### src/rtl/pc_fetch_unit.sv
// Program-counter register and fetch sequencer with req/ready handshake to instruction memory.
// Optional trap redirect to EXC_VECTOR with epc capture is built when PC_EXC_EN is defined.
module pc_fetch_unit #(
    parameter logic [31:0] RESET_PC   = 32'h0000_0000,
    parameter logic [31:0] EXC_VECTOR = 32'h0000_0080
) (
    input  logic        CLK,
    input  logic        RST_n,
    input  logic        stall,
    input  logic        branch_taken,
    input  logic [31:0] branch_target,
    input  logic        jump,
    input  logic [31:0] jump_target,
    input  logic [31:0] pc_plus4,
    input  logic        imem_ready,
    output logic [31:0] pc,
    output logic        imem_req,
    output logic        fetch_fire,
    output logic        misalign
`ifdef PC_EXC_EN
    ,
    input  logic        exc,
    output logic [31:0] epc
`endif
);

    typedef enum logic [1:0] {
        S_BOOT,
        S_FETCH,
        S_HOLD
    } state_e;

    state_e      state_q, state_d;
    logic [31:0] pc_q, pc_d;
    logic [31:0] pend_tgt_q, pend_tgt_d;
    logic        pend_vld_q, pend_vld_d;
    logic        mis_q, mis_d;

    logic        fire;
    logic        redir_live;
    logic [31:0] redir_tgt;
    logic        load_redir;
    logic [31:0] load_tgt;

`ifdef PC_EXC_EN
    logic        exc_live;
    logic        exc_pend_q, exc_pend_d;
    logic [31:0] epc_q, epc_d;
`else
    logic        unused_exc_vector;
    assign unused_exc_vector = ^EXC_VECTOR;
`endif

    always_ff @(posedge CLK or negedge RST_n) begin
        if (!RST_n) begin
            state_q    <= S_BOOT;
            pc_q       <= RESET_PC;
            pend_vld_q <= 1'b0;
            pend_tgt_q <= '0;
            mis_q      <= 1'b0;
        end else begin
            state_q    <= state_d;
            pc_q       <= pc_d;
            pend_vld_q <= pend_vld_d;
            pend_tgt_q <= pend_tgt_d;
            mis_q      <= mis_d;
        end
    end

    always_comb begin
        state_d  = state_q;
        imem_req = 1'b0;
        fire     = 1'b0;
        unique case (state_q)
            S_BOOT: state_d = S_FETCH;
            S_FETCH: begin
                imem_req = 1'b1;
                fire     = imem_ready & ~stall;
                if (imem_ready && stall) begin
                    state_d = S_HOLD;
                end
            end
            S_HOLD: begin
                if (!stall) begin
                    state_d = S_FETCH;
                end
            end
            default: state_d = S_BOOT;
        endcase
    end

    always_comb begin
        redir_live = jump | branch_taken;
        redir_tgt  = jump ? jump_target : branch_target;
        pc_d       = pc_q;
        pend_vld_d = pend_vld_q;
        pend_tgt_d = pend_tgt_q;
        mis_d      = mis_q;
        load_redir = 1'b0;
        load_tgt   = '0;

        if (redir_live) begin
            load_redir = 1'b1;
            load_tgt   = redir_tgt;
        end else if (pend_vld_q) begin
            load_redir = 1'b1;
            load_tgt   = pend_tgt_q;
        end
`ifdef PC_EXC_EN
        if (exc_live || exc_pend_q) begin
            load_redir = 1'b1;
            load_tgt   = EXC_VECTOR;
        end
`endif

        // An unconsumed redirect is parked; the newest live one always overwrites it.
        if (fire) begin
            pend_vld_d = 1'b0;
            if (load_redir) begin
                pc_d = {load_tgt[31:2], 2'b00};
                if (load_tgt[1:0] != 2'b00) begin
                    mis_d = 1'b1;
                end
            end else begin
                pc_d = pc_plus4;
            end
        end else if (redir_live) begin
            pend_vld_d = 1'b1;
            pend_tgt_d = redir_tgt;
        end
`ifdef PC_EXC_EN
        if (exc_live) begin
            pend_vld_d = 1'b0;
        end
`endif
    end

`ifdef PC_EXC_EN
    assign exc_live = exc & (state_q != S_BOOT);

    always_comb begin
        exc_pend_d = exc_pend_q;
        epc_d      = epc_q;
        if (fire) begin
            exc_pend_d = 1'b0;
        end else if (exc_live) begin
            exc_pend_d = 1'b1;
        end
        if (exc_live) begin
            epc_d = pc_q;
        end
    end

    always_ff @(posedge CLK or negedge RST_n) begin
        if (!RST_n) begin
            exc_pend_q <= 1'b0;
            epc_q      <= '0;
        end else begin
            exc_pend_q <= exc_pend_d;
            epc_q      <= epc_d;
        end
    end

    assign epc = epc_q;
`endif

    assign pc         = pc_q;
    assign fetch_fire = fire;
    assign misalign   = mis_q;

endmodule

### config.mk
export PLATFORM = sky130hd
export DESIGN_NAME = pc_fetch_unit
export DESIGN_NICKNAME = d
export VERILOG_FILES = /design/src/rtl/pc_fetch_unit.sv
export SDC_FILE = /design/constraint.sdc
export NUM_CORES = 1
export LEC_CHECK = 0
export CAP_MARGIN = 15
export CELL_PAD_IN_SITES_DETAIL_PLACEMENT = 2
export CELL_PAD_IN_SITES_GLOBAL_PLACEMENT = 2
export CORE_MARGIN = 2
export CORE_UTILIZATION = 27
export DETAILED_ROUTE_END_ITERATION = 8
export PLACE_DENSITY = 0.8
export SLEW_MARGIN = 5
export SYNTH_ARGS = -nofsm -noshare
export SYNTH_HDL_FRONTEND = slang
export SYNTH_SLANG_ARGS = --single-unit
### constraint.sdc
create_clock -name CLK -period 1.7 [get_ports CLK]
set_clock_uncertainty 0.1 [all_clocks]
set_input_delay 0.17 -clock CLK [delete_from_list [all_inputs] [get_ports CLK]]
set_output_delay 0.17 -clock CLK [all_outputs]
set_load 0.1 [all_outputs]
==> results.json <==
{
  "status": "finished clean",
  "layout_commonest_cell": "clkdlybuf4s50_1",
  "row_count": 43,
  "die_width_um": 123,
  "root_buffer": "clkbuf_16",
  "numPortBuffers": 136,
  "fmax_mhz": 623,
  "syn_area_um2": 3840,
  "total_power_mw": 8.67,
  "min_path_type": "in2async",
  "numCtsBuffers": 9,
  "overflow": 0,
  "worstSetupStartpointType": "register",
  "p_per_area_nw_per_um2": 1400,
  "synth_xor_area_frac": 0,
  "hold_viol": 0,
  "ys_ff_latch": 68,
  "endpoint_kind": "primary output",
  "tightest_slew_ns": 0.730,
  "syn_area_per_cell_um2": 10.2,
  "finalMaxSlewViolations": 0,
  "maxSlewHeadroom": 0.513,
  "min_period_over_period": 0.944,
  "ys_warn_count": 0,
  "syn_nets": 479,
  "finalWorstSetupSlack_ns": 0.0950,
  "p_leak_nw": 2.51,
  "die_area_um2": 15200,
  "ios": 137,
  "synthSimpleGateAreaFrac": 0.119,
  "min_period_ns": 1.60,
  "antenna_cells": 0,
  "synth.area.top_cells": "dfrtp_1, mux2i_1, o21ai_1",
  "final_cell_mix": "clkdlybuf4s50_1, dfrtp_1, o21ai_1",
  "ff_latch_area_um2": 1700,
  "maxCapViolCount": 0,
  "synthAdderAreaFrac": 0,
  "die_h_um": 123,
  "r2r_start": "pend_vld_q",
  "grt_max_degree": 65,
  "multi_input_area_um2": 1930,
  "critical_path_class": "reg2out",
  "cts.sinks": 68,
  "slowest_stage": "dfrtp_1",
  "area_delta_synth_final_pct": 61.3,
  "synth.mux.area_fraction": 0.0834,
  "tritoncts": "built",
  "crit_chain": "nand4bb_4, inv_4, buf_12, buf_12",
  "dp_hpwl_um": 9890,
  "cp_common_cell": "buf_12",
  "drive_gt1_frac": 0.169,
  "synth_cell_type_count": 29,
  "grt_pass1_vias": 4263,
  "clkTransAtPathRegs_ns": 0.06,
  "grt_antenna_before_repair": 0,
  "synth_compound_gate_area_share": 0.287,
  "drtIter0Drc": 144,
  "ff2ff_setup_slack_ns": 0.1,
  "place_ws_ns": -0.409,
  "dp_cells": 673,
  "design.core.area_um2": 13900,
  "wl_per_cell_um": 21.7,
  "r2r-end": "pc[27]",
  "clock_latency_ns": 0.34,
  "gp_congestion": 0.749,
  "cts_buffer_depth": 2,
  "fin_nets": 614,
  "ant_nets": 0,
  "fin_cells": 696,
  "critPathMaxFanout": 5,
  "cp.required_ns": 1.43,
  "ir_worst_vdd_v": 0.000534,
  "drc": 0,
  "yosysTopAreaCellShare": 0.443,
  "synth_cells": 377,
  "fin_area_um2": 6200,
  "ff2ff_path_depth": 4,
  "initial_core_util": 0.277,
  "nFillCells": 1423,
  "cp_slowest_stage_delay_ns": 0.38,
  "placed_area_um2": 5760,
  "yosysTopAreaCell": "dfrtp_1",
  "first_pass_iters": 4,
  "setup_viol": 0,
  "cts_max_level": 3,
  "viasPerCell": 5.37,
  "yosysSeqAreaShare": 0.443,
  "crit_arrival_ns": 1.33,
  "grt_pass1_wl_um": 24200,
  "vias": 3740,
  "routed_wl_um": 15100,
  "tns_ns": 0,
  "synth_top_family_by_area": "compound AO/OA/AOI/OAI gates",
  "grt_setup_unrepaired": "false",
  "gr-usage-all-layers": 0.210
}
cells in the mapped netlist:
| cell type | number |
|---|---|
| a221o_1 | 30 |
| nand2b_1 | 1 |
| nor2b_1 | 1 |
| buf_2 | 20 |
| nor3b_2 | 1 |
| nand2_1 | 30 |
| a21boi_0 | 1 |
| inv_2 | 1 |
| buf_6 | 9 |
| and2_1 | 1 |
| nand3b_1 | 1 |
| dfrtp_1 | 68 |
| nor2_1 | 2 |
| o21ai_1 | 63 |
| nand4bb_1 | 1 |
| a21o_1 | 2 |
| clkbuf_1 | 5 |
| buf_1 | 4 |
| o21ai_0 | 3 |
| mux2i_1 | 32 |
| or3b_1 | 30 |
| nor3_1 | 1 |
| nor4b_1 | 1 |
| o22a_1 | 30 |
| a21oi_1 | 32 |
| a22o_1 | 2 |
| nor2_4 | 1 |
| buf_4 | 3 |
| a22oi_1 | 1 |
final cells by class:
cell class / instances / share of cell area
timing repair buffer: 164 / 0.321
multi-input combinational: 268 / 0.312
sequential: 68 / 0.274
clock buffer: 10 / 0.0385
tap: 180 / 0.0363
clock inverter: 5 / 0.0161
inverter: 1 / 0.00101
per-layer routing:
metal  global-route usage  share of wire
met1                0.263           0.42
met2                0.359           0.51
met3               0.0429          0.052
met4               0.0682          0.018
met5                    0              0
worst max-delay path by stage:
stage	from	end	slack [ns]
floorplan	state_q[1]	pc[2]	0.14
global placement	pend_vld_q	pc[4]	-0.36
detailed placement	pend_vld_q	pc[5]	-0.41
CTS	pend_vld_q	pc[10]	0.01
global route	state_q[0]	fetch_fire	0.01
finish	state_q[1]	fetch_fire	0.1
per-stage QoR:
stage               utilization  hold WS (ns)
floorplan                     -        -0.226
global placement          0.415        0.0527
detailed placement        0.415        0.0669
CTS                       0.445         0.261
global route              0.447         0.288
finish                    0.447         0.233
flip-flops by register name (all words and copies together), names as in the netlist:
signal / cells
pend_tgt_q: 32
pc: 32
pend_vld_q: 1
state_q: 2
misalign: 1
cell families after synthesis:
family                 after synthesis
muxes                               32
DFF                                 68
and+or+nand+nor                     71
AOI/OAI and AO/OA                  164
buffers and inverters               42
worst max-delay path: cells and delay by family (launching register included):
| kind | cells | cell delay [ns] |
|---|---|---|
| flip-flops | 1 | 0.38 |
| buffers and inverters | 3 | 0.38 |
| AND/OR/NAND/NOR | 1 | 0.22 |
where the power goes:
| group | total (mW) | leakage (nW) | switching, mW | internal, mW |
|---|---|---|---|---|
| sequential | 2.36 | 0.791 | 0.374 | 1.98 |
| combinational | 4.14 | 1.55 | 2.52 | 1.61 |
| clock | 2.18 | 0.168 | 0.716 | 1.46 |
what timing repair did:
item,CTS,global route
hold buffers,1,0
hold endpoints to repair,32,0
gates resized for setup,3,1
cloned,1,0
setup buffers,3,3
setup endpoints to repair,31,19
(Power assumes the default switching activity.)
